[src/rtl/serial_arbiter_pkg.sv]
// Shared types and helpers for the round-robin serial transmitter arbiter.
package serial_arbiter_pkg;

  typedef enum logic [1:0] {
    IDLE  = 2'd0,
    ISSUE = 2'd1,
    XFER  = 2'd2
  } state_e;

  function automatic int unsigned rr_wrap(input int unsigned base,
                                          input int unsigned off,
                                          input int unsigned m);
    return (base + off) % m;
  endfunction

endpackage

[src/rtl/serial_arbiter_rr_pick.sv]
// Combinational round-robin picker: first set request at or after ptr, wrapping.
module serial_rr_pick
  import serial_arbiter_pkg::*;
#(
  parameter int unsigned M = 4,
  parameter int unsigned W = $clog2(M)
) (
  input  logic [M-1:0] req,
  input  logic [W-1:0] ptr,
  output logic         any,
  output logic [W-1:0] idx
);

  always_comb begin
    logic [W-1:0] c;
    any = 1'b0;
    idx = '0;
    c   = '0;
    for (int unsigned i = 0; i < M; i++) begin
      c = W'(rr_wrap(32'(ptr), i, M));
      if (!any && req[c]) begin
        any = 1'b1;
        idx = c;
      end
    end
  end

endmodule

[src/rtl/serial_arbiter.sv]
// Shares one send/busy serial transmitter between M producers, round-robin,
// forwarding acceptance to the winner only once the transmitter raises busy.
module serial_arbiter
  import serial_arbiter_pkg::*;
#(
  parameter int unsigned M       = 4,
  parameter int unsigned N       = 8,
  parameter int unsigned TIMEOUT = 15
) (
  input  logic                 clk,
  input  logic                 rst_l,
  input  logic [M-1:0]         req_send,
  input  logic [M*N-1:0]       req_pdata,
  output logic [M-1:0]         req_busy,
  output logic                 send,
  output logic [N-1:0]         pdata,
  input  logic                 busy,
  output logic [$clog2(M)-1:0] grant_idx,
  input  logic                 err_clr,
  output logic                 timeout_err
);

  localparam int unsigned W  = $clog2(M);
  localparam int unsigned TW = (TIMEOUT > 1) ? $clog2(TIMEOUT) : 1;

  state_e         state_q, state_d;
  logic [W-1:0]   ptr_q, ptr_d;
  logic [TW-1:0]  timer_q, timer_d;
  logic           send_q, send_d;
  logic [N-1:0]   pdata_q, pdata_d;
  logic [M-1:0]   req_busy_q, req_busy_d;
  logic [W-1:0]   grant_q, grant_d;
  logic           err_q, err_d;

  logic           pick_any;
  logic [W-1:0]   pick_idx;
  logic [W-1:0]   ptr_after_grant;

  serial_rr_pick #(.M(M), .W(W)) u_pick (
    .req (req_send),
    .ptr (ptr_q),
    .any (pick_any),
    .idx (pick_idx)
  );

  assign ptr_after_grant = W'(rr_wrap(32'(grant_q), 1, M));

  always_comb begin
    state_d    = state_q;
    ptr_d      = ptr_q;
    timer_d    = timer_q;
    send_d     = send_q;
    pdata_d    = pdata_q;
    req_busy_d = req_busy_q;
    grant_d    = grant_q;
    err_d      = err_q;

    // A timeout set below overrides a same-cycle clear.
    if (err_clr) err_d = 1'b0;

    case (state_q)
      IDLE: begin
        if (!busy && pick_any) begin
          for (int unsigned k = 0; k < M; k++) begin
            if (pick_idx == W'(k)) pdata_d = req_pdata[k*N +: N];
          end
          grant_d = pick_idx;
          send_d  = 1'b1;
          timer_d = '0;
          state_d = ISSUE;
        end
      end
      ISSUE: begin
        if (busy) begin
          send_d              = 1'b0;
          req_busy_d          = '0;
          req_busy_d[grant_q] = 1'b1;
          state_d             = XFER;
        end else if (timer_q == TW'(TIMEOUT - 1)) begin
          send_d  = 1'b0;
          err_d   = 1'b1;
          ptr_d   = ptr_after_grant;
          state_d = IDLE;
        end else begin
          timer_d = timer_q + TW'(1);
        end
      end
      XFER: begin
        if (!busy && !req_send[grant_q]) begin
          req_busy_d = '0;
          ptr_d      = ptr_after_grant;
          state_d    = IDLE;
        end
      end
      default: begin
        state_d    = IDLE;
        send_d     = 1'b0;
        pdata_d    = '0;
        req_busy_d = '0;
      end
    endcase
  end

  always_ff @(posedge clk or negedge rst_l) begin
    if (!rst_l) begin
      state_q    <= IDLE;
      ptr_q      <= '0;
      timer_q    <= '0;
      send_q     <= 1'b0;
      pdata_q    <= '0;
      req_busy_q <= '0;
      grant_q    <= '0;
      err_q      <= 1'b0;
    end else begin
      state_q    <= state_d;
      ptr_q      <= ptr_d;
      timer_q    <= timer_d;
      send_q     <= send_d;
      pdata_q    <= pdata_d;
      req_busy_q <= req_busy_d;
      grant_q    <= grant_d;
      err_q      <= err_d;
    end
  end

  assign req_busy    = req_busy_q;
  assign send        = send_q;
  assign pdata       = pdata_q;
  assign grant_idx   = grant_q;
  assign timeout_err = err_q;

endmodule

[config.mk]
export PLATFORM = sky130hd
export DESIGN_NAME = serial_arbiter
export DESIGN_NICKNAME = d
export VERILOG_FILES = /design/src/rtl/serial_arbiter_pkg.sv /design/src/rtl/serial_arbiter_rr_pick.sv /design/src/rtl/serial_arbiter.sv
export SDC_FILE = /design/constraint.sdc
export NUM_CORES = 1
export LEC_CHECK = 0
export CORE_MARGIN = 2
export CORE_UTILIZATION = 40
export DETAILED_ROUTE_END_ITERATION = 6
export PLACE_DENSITY_LB_ADDON = 0.2
export SLEW_MARGIN = 10
export SYNTH_ARGS = -nofsm -noshare
export SYNTH_HDL_FRONTEND = slang
export SYNTH_HIERARCHICAL = 1
export SYNTH_SLANG_ARGS = --single-unit
[constraint.sdc]
create_clock -name clk -period 2.05 [get_ports clk]
set_clock_uncertainty 0.2 [all_clocks]
set_input_delay 0.205 -clock clk [delete_from_list [all_inputs] [get_ports clk]]
set_output_delay 0.205 -clock clk [all_outputs]
set_load 0.05 [all_outputs]
==> results of run 1 <==
logic make-up after synthesis:
family,count (synthesis)
AOI/OAI and AO/OA,52
and+or+nand+nor,28
DFF,24
buffers and inverters,22
muxes,13
adders and majority gates,9
sequential cells by signal, summed over array words and instances, names as in the netlist:
name,cells
grant_idx,2
send,1
state_q,2
pdata,8
timer_q,4
ptr_q,2
req_busy,4
timeout_err,1
critical path: cells and delay by family (launching register included):
family	cells	cell delay [ns]
multiplexers	1	0.50
flip-flops	1	0.37
AO/OA/AOI/OAI	4	0.91
buffers and inverters	2	0.21
cells in the mapped netlist:
master	n	share of area
sky130_fd_sc_hd__nand3_1	6	0.019
sky130_fd_sc_hd__nand2_1	9	0.022
sky130_fd_sc_hd__buf_1	3	0.0072
sky130_fd_sc_hd__nor3b_1	1	0.0048
sky130_fd_sc_hd__a311oi_1	1	0.0056
sky130_fd_sc_hd__mux4_2	9	0.13
sky130_fd_sc_hd__mux2_2	2	0.014
sky130_fd_sc_hd__nor2_1	4	0.0096
sky130_fd_sc_hd__a21oi_1	9	0.029
sky130_fd_sc_hd__nor3_1	1	0.0032
sky130_fd_sc_hd__inv_2	1	0.0024
sky130_fd_sc_hd__and3_1	3	0.012
sky130_fd_sc_hd__a22o_1	23	0.13
sky130_fd_sc_hd__ha_1	9	0.072
sky130_fd_sc_hd__nand2b_1	3	0.012
sky130_fd_sc_hd__o21ai_0	11	0.035
sky130_fd_sc_hd__a211oi_1	1	0.0048
sky130_fd_sc_hd__a221o_1	1	0.0064
sky130_fd_sc_hd__a211o_1	1	0.0056
sky130_fd_sc_hd__o21ai_2	1	0.0056
sky130_fd_sc_hd__o22ai_1	1	0.0040
sky130_fd_sc_hd__a221oi_2	1	0.0096
sky130_fd_sc_hd__o2bb2ai_1	1	0.0056
sky130_fd_sc_hd__buf_2	1	0.0032
sky130_fd_sc_hd__dfrtp_1	24	0.38
sky130_fd_sc_hd__o221ai_1	1	0.0056
sky130_fd_sc_hd__nor2b_1	1	0.0040
sky130_fd_sc_hd__clkbuf_1	2	0.0048
sky130_fd_sc_hd__mux2_1	2	0.014
sky130_fd_sc_hd__inv_1	15	0.036
report_power, final:
group	leakage (nW)	switching (mW)	internal (mW)
Clock	0.0288	0.161	0.172
Sequential	0.312	0.153	0.647
Combinational	0.721	1.10	0.910
through the flow:
step	cells	setup TNS [ns]	power [mW]	setup slack (ns)	utilization
CTS	270	-1.730	3.136	-0.2409	0.6374
detailed placement	264	-7.483	2.745	-0.6134	0.6175
global route	270	-2.176	3.323	-0.2878	0.6407
floorplan	148	-0.8046	2.079	-0.1005	-
finish	270	-1.797	3.140	-0.2558	0.6407
global placement	264	-6.181	2.687	-0.5508	0.6175
routing by layer:
layer  up-vias  track usage  part of all wire  wire length (µm)
met4         0      0.05357             0.012                50
met1       749       0.2411              0.43              1819
met5         -            0                 0                 0
met2        34       0.3588              0.52              2206
met3         4      0.02027             0.032               133
li1        708            -                 -                 -
area by class of cell:
| class | count | share of cell area |
|---|---|---|
| inverter | 16 | 0.02522 |
| multi-input combinational | 102 | 0.3736 |
| sequential | 24 | 0.2528 |
| tap | 48 | 0.02522 |
| timing repair buffer | 76 | 0.3001 |
| clock buffer | 4 | 0.02312 |
worst min-delay path by stage:
stage          startpoint  slack, ns           end
2_1_floorplan       rst_l      -0.29  grant_idx[0]
4_1_cts             rst_l       0.09    timer_q[1]
6_report            rst_l       0.09    timer_q[1]
5_1_grt             rst_l       0.11    timer_q[0]
3_3_place_gp         send       0.31          send
3_5_place_dp   state_q[0]       0.32    state_q[0]
repair_timing:
action	in CTS	in global routing
endpoints found under the hold margin	0	0
pin swaps	3	2
cloned	1	0
setup endpoints to repair	8	11
buffers inserted	1	0
gates resized for setup	6	4
==> report_table.html, run 1 <==
<table>
<tr><th>Metric</th><th>Value</th></tr>
<tr><th colspan="2">Status</th></tr>
<tr><td>Status</td><td>complete, but fails checks</td></tr>
<tr><td>Violations in the final reports</td><td>negative setup slack</td></tr>
<tr><th colspan="2">STA</th></tr>
<tr><td>Shortest clock period the worst path allows after layout</td><td>approximately 2.3 ns</td></tr>
<tr><td>Transition time at the pin with the least slew margin</td><td>between 0.5 and 0.6 ns</td></tr>
<tr><td>Slew Limit Fails</td><td>0</td></tr>
<tr><td>Relative slew slack</td><td>0.6525</td></tr>
<tr><td>Setup repair after global routing missed its margin</td><td>true</td></tr>
<tr><td>Number of hold violations in the final report</td><td>0</td></tr>
<tr><td>Setup violators final</td><td>8</td></tr>
<tr><td>Worst hold slack</td><td>0.08699 ns</td></tr>
<tr><td>Peak Freq</td><td>433.7 MHz</td></tr>
<tr><td>Post-route worst setup slack</td><td>-0.2558 ns</td></tr>
<tr><td>Fin crit share</td><td>1.125</td></tr>
<tr><th colspan="2">Synth</th></tr>
<tr><td>Netlist area before placement</td><td>approximately 1600 µm²</td></tr>
<tr><td>Netlist cell types</td><td>30</td></tr>
<tr><td>Multiplexer area fraction after synthesis</td><td>0.1584</td></tr>
<tr><td>Syn Nets</td><td>197</td></tr>
<tr><td>Synthesized instance count</td><td>~150</td></tr>
<tr><td>Fraction of the mapped netlist area in simple logic gates</td><td>0.08640</td></tr>
<tr><td>Synth Area in Adders</td><td>0.07200</td></tr>
<tr><td>Number of storage elements in the synthesis netlist</td><td>24</td></tr>
<tr><td>Combinational family with the most area after synthesis</td><td>compound AO/OA/AOI/OAI gates</td></tr>
<tr><td>Post-synthesis compound-gate area fraction</td><td>0.2456</td></tr>
<tr><td>Mapped Avg Cell Area</td><td>10.57 µm²</td></tr>
<tr><td>Parity-gate share of the synthesized area counting xor and xnor cells</td><td>0</td></tr>
<tr><td>Sequential share of the synthesized area</td><td>0.3840</td></tr>
<tr><td>Synth warn</td><td>6</td></tr>
<tr><th colspan="2">Finish</th></tr>
<tr><td>Layout cells sized above 1</td><td>0.1937</td></tr>
<tr><td>Area growth, synth to finish</td><td>52.24%</td></tr>
<tr><td>Number of antenna diodes</td><td>0</td></tr>
<tr><td>Most common cell after layout, fill and taps aside</td><td>sky130_fd_sc_hd__clkdlybuf4s50_1</td></tr>
<tr><td>Register Area</td><td>around 600 µm²</td></tr>
<tr><td>Most frequent cells in the layout</td><td>sky130_fd_sc_hd__clkdlybuf4s50_1, sky130_fd_sc_hd__a22o_1, sky130_fd_sc_hd__dfrtp_1</td></tr>
<tr><td>Fill cell count</td><td>between 300 and 400</td></tr>
<tr><td>Count of nets after finishing</td><td>around 270</td></tr>
<tr><td>Multi-input gate area</td><td>between 800 and 900 µm²</td></tr>
<tr><td>Final design area excluding fillers</td><td>roughly 2400 µm²</td></tr>
<tr><th colspan="2">Detailed routing</th></tr>
<tr><td>Total iterations of the first detailed-routing run</td><td>4</td></tr>
<tr><td>ANT nets after route</td><td>0</td></tr>
<tr><td>DRC errors left</td><td>0</td></tr>
<tr><td>Drt total wl</td><td>4209 µm</td></tr>
<tr><td>Via count</td><td>~1500</td></tr>
<tr><td>Routed WL per cell</td><td>15.59 µm</td></tr>
<tr><td>Per-cell via count in the routed design</td><td>approximately 5.5</td></tr>
<tr><td>Detailed Route Iter0 Violations</td><td>31</td></tr>
<tr><th colspan="2">Power and ir drop</th></tr>
<tr><td>Peak VDD IR</td><td>roughly 0.58 mV</td></tr>
<tr><td>Power density cells</td><td>around 1300 nW/µm²</td></tr>
<tr><td>LEAKAGE</td><td>1.062 nW</td></tr>
<tr><th colspan="2">Job</th></tr>
<tr><td>Number of max-cap violations</td><td>0</td></tr>
<tr><th colspan="2">GRT</th></tr>
<tr><td>Initial antenna violation count</td><td>0</td></tr>
<tr><td>First-pass GRT wire length</td><td>~6700 µm</td></tr>
<tr><td>Total congestion overflow</td><td>0</td></tr>
<tr><td>Overall Global Routing Usage</td><td>0.1953</td></tr>
<tr><td>Vias in the first global route</td><td>between 1500 and 2000</td></tr>
<tr><td>Maximum number of pins on one net before global-route repair</td><td>25</td></tr>
<tr><th colspan="2">Worst setup path</th></tr>
<tr><td>Capture instance of the worst register-to-register path</td><td>pdata[2]</td></tr>
<tr><td>Worst-path cell chain</td><td>inv_2 &gt; a221o_1 &gt; a21oi_2 &gt; buf_6 &gt; mux4_2 &gt; a22o_1 &gt; a22o_1</td></tr>
<tr><td>Max incr delay on CP</td><td>roughly 0.50 ns</td></tr>
<tr><td>Crit path arrival time</td><td>approximately 2.3 ns</td></tr>
<tr><td>Startpoint of the worst setup timing path</td><td>ptr_q[0]</td></tr>
<tr><td>Library cell contributing the largest single delay on the critical path</td><td>sky130_fd_sc_hd__mux4_2</td></tr>
<tr><td>Worst setup endpoint</td><td>pdata[2]</td></tr>
<tr><td>Largest fanout of any net on the critical path</td><td>5</td></tr>
<tr><td>Capturing element type of the critical path</td><td>flop</td></tr>
<tr><td>Minimum setup slack among reg-to-reg paths</td><td>-0.26 ns</td></tr>
<tr><td>Critical path start-end classification</td><td>reg2reg</td></tr>
<tr><td>Crit start category</td><td>flop</td></tr>
<tr><td>Cell with the most instances on the worst path</td><td>sky130_fd_sc_hd__a22o_1</td></tr>
<tr><td>Required time of the critical path</td><td>2.01 ns</td></tr>
<tr><td>Count of cells along the worst register-to-register path</td><td>7</td></tr>
<tr><td>Launch instance of the worst register-to-register path</td><td>ptr_q[0]</td></tr>
<tr><th colspan="2">Placed design</th></tr>
<tr><td>DP Wirelength</td><td>3227 µm</td></tr>
<tr><td>Last weighted congestion value of the routability-driven placer</td><td>0.7880</td></tr>
<tr><td>Port Buf Inserts</td><td>between 50 and 60</td></tr>
<tr><td>Instance area after placement</td><td>between 2000 and 2500 µm²</td></tr>
<tr><th colspan="2">Floorplanning</th></tr>
<tr><td>Num ports</td><td>56</td></tr>
<tr><td>Area of the core</td><td>about 3700 µm²</td></tr>
<tr><td>Total Die Area</td><td>4426 µm²</td></tr>
<tr><td>Row count</td><td>22</td></tr>
<tr><td>Initial Util</td><td>0.4209</td></tr>
<tr><td>Die Ht</td><td>66.53 µm</td></tr>
<tr><td>Die outline width</td><td>66.53 µm</td></tr>
<tr><th colspan="2">Clock network</th></tr>
<tr><td>Clock root buffer</td><td>sky130_fd_sc_hd__clkbuf_8</td></tr>
<tr><td>Number of buffers inserted for hold repair after clock tree synthesis</td><td>0</td></tr>
<tr><td>CTS sink count</td><td>24</td></tr>
<tr><td>Clock insertion delay at the later pin of the skew report</td><td>~0.27 ns</td></tr>
<tr><td>TritonCTS clock tree</td><td>built</td></tr>
<tr><td>Maximum count of clock buffers along a single path</td><td>2</td></tr>
<tr><td>Depth of the CTS H-tree</td><td>1</td></tr>
<tr><td>Clock transition at the registers of the reported paths</td><td>0.09 ns</td></tr>
<tr><td>Number of buffers created by CTS</td><td>3</td></tr>
<tr><th colspan="2">Min path</th></tr>
<tr><td>Class of the worst hold path</td><td>in2async</td></tr>
</table>
No activity file was read; power rests on OpenSTA's default activity.
==> run 2: changes to the inputs <==
- ABC_CLOCK_PERIOD_IN_PS: default -> 2050
- CORE_MARGIN: 2 -> default
- CORE_UTILIZATION: 40 -> 28
==> run 2 against run 1 <==
Effect of this change: the flow still finishes with violations (negative setup slack); combinational power barely moved; sequential share of layout area fell by 1.1 points; worst hold slack got worse by 0.0043 ns; maximum frequency rose by 4.7%; cell count rose by 9.6%; clock-buffer cell count fell by 1; global-route usage fell by 4.5 points; worst setup slack improved by 0.10 ns; sequential power rose by 0.6%; largest power group unchanged.
==> report_table.html, run 2 (synthesis gave the netlist of run 1 again) <==
<table>
<tr><th>Metric</th><th>Value</th></tr>
<tr><th colspan="2">Min path</th></tr>
<tr><td>Class of the worst hold path</td><td>in2async</td></tr>
<tr><th colspan="2">Placed design</th></tr>
<tr><td>Last weighted congestion value of the routability-driven placer</td><td>0.7759 (-1.5%)</td></tr>
<tr><td>DP Wirelength</td><td>3207 µm (-0.64%)</td></tr>
<tr><td>Port Buf Inserts</td><td>55 (unchanged)</td></tr>
<tr><td>Post-Place Cells</td><td>290 (+9.8%)</td></tr>
<tr><th colspan="2">Floorplanning</th></tr>
<tr><td>Area of the core</td><td>5238 µm² (+41%)</td></tr>
<tr><td>Initial Util</td><td>0.2986 (-0.1223)</td></tr>
<tr><td>Total Die Area</td><td>5888 µm² (+33%)</td></tr>
<tr><td>Num ports</td><td>56 (unchanged)</td></tr>
<tr><td>Row count</td><td>26 (+18%)</td></tr>
<tr><td>Die Ht</td><td>76.74 µm (+15%)</td></tr>
<tr><td>Die outline width</td><td>76.74 µm (+15%)</td></tr>
<tr><th colspan="2">Power and ir drop</th></tr>
<tr><td>Switching power share of the total</td><td>0.4316 (-0.01763)</td></tr>
<tr><td>Share of power burned in combinational logic</td><td>0.625 (-0.014)</td></tr>
<tr><td>Sequential power share</td><td>0.246 (-0.009)</td></tr>
<tr><td>Power density cells</td><td>1313 nW/µm² (-0.42%)</td></tr>
<tr><td>Cell-internal power</td><td>1.857 mW (+7.4%)</td></tr>
<tr><td>Clock share of power</td><td>0.129 (+0.023)</td></tr>
<tr><td>LEAKAGE</td><td>1.102 nW (+3.7%)</td></tr>
<tr><td>Sw power</td><td>1.410 mW (about the same)</td></tr>
<tr><td>Peak VDD IR</td><td>1.151 mV (+98%)</td></tr>
<tr><th colspan="2">Clock network</th></tr>
<tr><td>Clock root buffer</td><td>sky130_fd_sc_hd__clkbuf_8</td></tr>
<tr><td>Clock transition at the registers of the reported paths</td><td>0.09 ns (about the same)</td></tr>
<tr><td>Number of buffers inserted for hold repair after clock tree synthesis</td><td>0 (unchanged)</td></tr>
<tr><td>Depth of the CTS H-tree</td><td>1 (unchanged)</td></tr>
<tr><td>Maximum count of clock buffers along a single path</td><td>2 (unchanged)</td></tr>
<tr><td>Clock insertion delay at the later pin of the skew report</td><td>0.27 ns (about the same)</td></tr>
<tr><td>Number of buffers created by CTS</td><td>3 (unchanged)</td></tr>
<tr><td>CTS sink count</td><td>24 (unchanged)</td></tr>
<tr><td>TritonCTS clock tree</td><td>built</td></tr>
<tr><th colspan="2">Finish</th></tr>
<tr><td>Most common cell after layout, fill and taps aside</td><td>sky130_fd_sc_hd__clkdlybuf4s50_1</td></tr>
<tr><td>Layout cells sized above 1</td><td>0.2257 (+0.03197)</td></tr>
<tr><td>Area growth, synth to finish</td><td>59.04%</td></tr>
<tr><td>Final cell utilization of the core</td><td>0.4749 (-0.1658)</td></tr>
<tr><td>Number of antenna diodes</td><td>0 (unchanged)</td></tr>
<tr><td>Most frequent cells in the layout</td><td>sky130_fd_sc_hd__clkdlybuf4s50_1, sky130_fd_sc_hd__buf_4, sky130_fd_sc_hd__a22o_1, sky130_fd_sc_hd__dfrtp_1, sky130_fd_sc_hd__inv_1</td></tr>
<tr><td>Count of nets after finishing</td><td>276 (+1.5%)</td></tr>
<tr><td>Largest register FFs</td><td>8 (unchanged)</td></tr>
<tr><td>Post-Layout Cell Count</td><td>296 (+9.6%)</td></tr>
<tr><th colspan="2">Worst setup path</th></tr>
<tr><td>Startpoint of the worst setup timing path</td><td>ptr_q[0]</td></tr>
<tr><td>Worst setup endpoint</td><td>pdata[5]</td></tr>
<tr><td>Crit path arrival time</td><td>2.17 ns (-0.10 ns)</td></tr>
<tr><td>Crit start category</td><td>flop</td></tr>
<tr><td>Minimum setup slack among reg-to-reg paths</td><td>-0.15 ns (+0.10 ns)</td></tr>
<tr><td>Required time of the critical path</td><td>2.02 ns (about the same)</td></tr>
<tr><td>Launch instance of the worst register-to-register path</td><td>ptr_q[0]</td></tr>
<tr><td>Capturing element type of the critical path</td><td>flop</td></tr>
<tr><td>Capture instance of the worst register-to-register path</td><td>pdata[5]</td></tr>
<tr><td>Count of cells along the worst register-to-register path</td><td>7 (unchanged)</td></tr>
<tr><td>Critical path start-end classification</td><td>reg2reg</td></tr>
<tr><td>Largest fanout of any net on the critical path</td><td>6 (+1)</td></tr>
<tr><th colspan="2">Detailed routing</th></tr>
<tr><td>Drt total wl</td><td>4101 µm (-2.6%)</td></tr>
<tr><td>Via count</td><td>1432 (-4.2%)</td></tr>
<tr><td>DRC errors left</td><td>0 (unchanged)</td></tr>
<tr><td>Routed WL per cell</td><td>13.85 µm (-11%)</td></tr>
<tr><td>Per-cell via count in the routed design</td><td>4.838 (-13%)</td></tr>
<tr><td>Total iterations of the first detailed-routing run</td><td>4 (unchanged)</td></tr>
<tr><td>Detailed Route Iter0 Violations</td><td>40 (+29%)</td></tr>
<tr><td>ANT nets after route</td><td>0 (unchanged)</td></tr>
<tr><th colspan="2">GRT</th></tr>
<tr><td>Total congestion overflow</td><td>0 (unchanged)</td></tr>
<tr><td>First-pass GRT wire length</td><td>6920 µm (+3.3%)</td></tr>
<tr><td>Vias in the first global route</td><td>1409 (-6.3%)</td></tr>
<tr><td>Overall Global Routing Usage</td><td>0.1501 (-0.04519)</td></tr>
<tr><td>Initial antenna violation count</td><td>0 (unchanged)</td></tr>
<tr><td>Maximum number of pins on one net before global-route repair</td><td>25 (unchanged)</td></tr>
<tr><th colspan="2">Status</th></tr>
<tr><td>Status</td><td>complete, but fails checks</td></tr>
<tr><td>Violations in the final reports</td><td>negative setup slack</td></tr>
<tr><th colspan="2">STA</th></tr>
<tr><td>Slew Limit Fails</td><td>0 (unchanged)</td></tr>
<tr><td>Setup violators final</td><td>8 (unchanged)</td></tr>
<tr><td>Setup repair after global routing missed its margin</td><td>true</td></tr>
<tr><td>Transition time at the pin with the least slew margin</td><td>0.5127 ns (-0.007686 ns)</td></tr>
<tr><td>Number of hold violations in the final report</td><td>0 (unchanged)</td></tr>
<tr><td>Post-route worst setup slack</td><td>-0.1520 ns (+0.1038 ns)</td></tr>
<tr><td>Shortest clock period the worst path allows after layout</td><td>2.202 ns (-0.1038 ns)</td></tr>
<tr><td>Relative slew slack</td><td>0.6571 (+0.004621)</td></tr>
<tr><td>Fin crit share</td><td>1.074 (-0.05061)</td></tr>
<tr><td>Peak Freq</td><td>454.1 MHz (+4.7%)</td></tr>
<tr><th colspan="2">Job</th></tr>
<tr><td>Number of max-cap violations</td><td>0 (unchanged)</td></tr>
</table>
==> run 2: cell count changes in the layout (fill, tap and decap cells not counted), sizes merged <==
cell and delta:
buf +5, bufinv +1, clkbuf -1, clkdlybuf4s50 -1
==> run 2: area by class of cell <==
cell class	instances	area, µm²
fill	480	2750
multi-input combinational	102	924.6
timing repair buffer	80	742.0
sequential	24	601.8
tap	70	87.58
inverter	16	60.06
clock buffer	3	41.29
clock inverter	1	30.03
==> run 2: how the worst min path moves through the flow <==
stage                     slack [ns]           end
after floorplan                -0.29  grant_idx[0]
after global placement          0.31    state_q[0]
after detailed placement        0.31    state_q[0]
after CTS                        0.1   req_busy[1]
after global routing            0.12      pdata[4]
final                           0.08   req_busy[1]
==> run 2: worst max-delay path, stage by stage, from the launching register on <==
cell,delay [ns]
sky130_fd_sc_hd__dfrtp_1,0.37
sky130_fd_sc_hd__inv_2,0.04
sky130_fd_sc_hd__a221o_1,0.30
sky130_fd_sc_hd__a21oi_2,0.18
sky130_fd_sc_hd__buf_6,0.16
sky130_fd_sc_hd__mux4_2,0.49
sky130_fd_sc_hd__a22o_1,0.19
sky130_fd_sc_hd__a22o_1,0.17
==> run 2: repair_timing <==
item | 4_1_cts | 5_1_grt
buffers inserted | 1 | 1
pin swaps | 3 | 3
endpoints found under the setup margin | 10 | 17
resized for setup | 7 | 8
==> run 2: per-layer routing <==
metal	global-route usage	up-vias	part of all wire
met5	0	-	0
met4	0.02692	0	0.0093
met3	0.02619	7	0.030
met2	0.2527	26	0.50
met1	0.2022	683	0.46
li1	-	716	-
==> run 2: power by group through the flow <==
stage	logic (mW)	registers [mW]	clock network (mW)
6_report	2.04	0.805	0.421
5_1_grt	2.21	0.839	0.459
4_1_cts	1.98	0.805	0.436
3_5_place_dp	1.94	0.814	0
3_3_place_gp	1.94	0.811	0
2_1_floorplan	0.878	1.20	0
==> run 2: per-stage QoR <==
stage	TNS, ns	hold WS, ns	area, µm²	power (mW)	setup slack [ns]
after floorplan	-0.8046	-0.2906	1568	2.079	-0.1005
after CTS	-1.265	0.09639	2439	3.222	-0.1863
final	-1.098	0.08270	2487	3.266	-0.1520
after detailed placement	-7.128	0.3062	2350	2.750	-0.5765
after global placement	-7.292	0.3146	2350	2.747	-0.5714
after global routing	-2.097	0.1209	2487	3.507	-0.2762
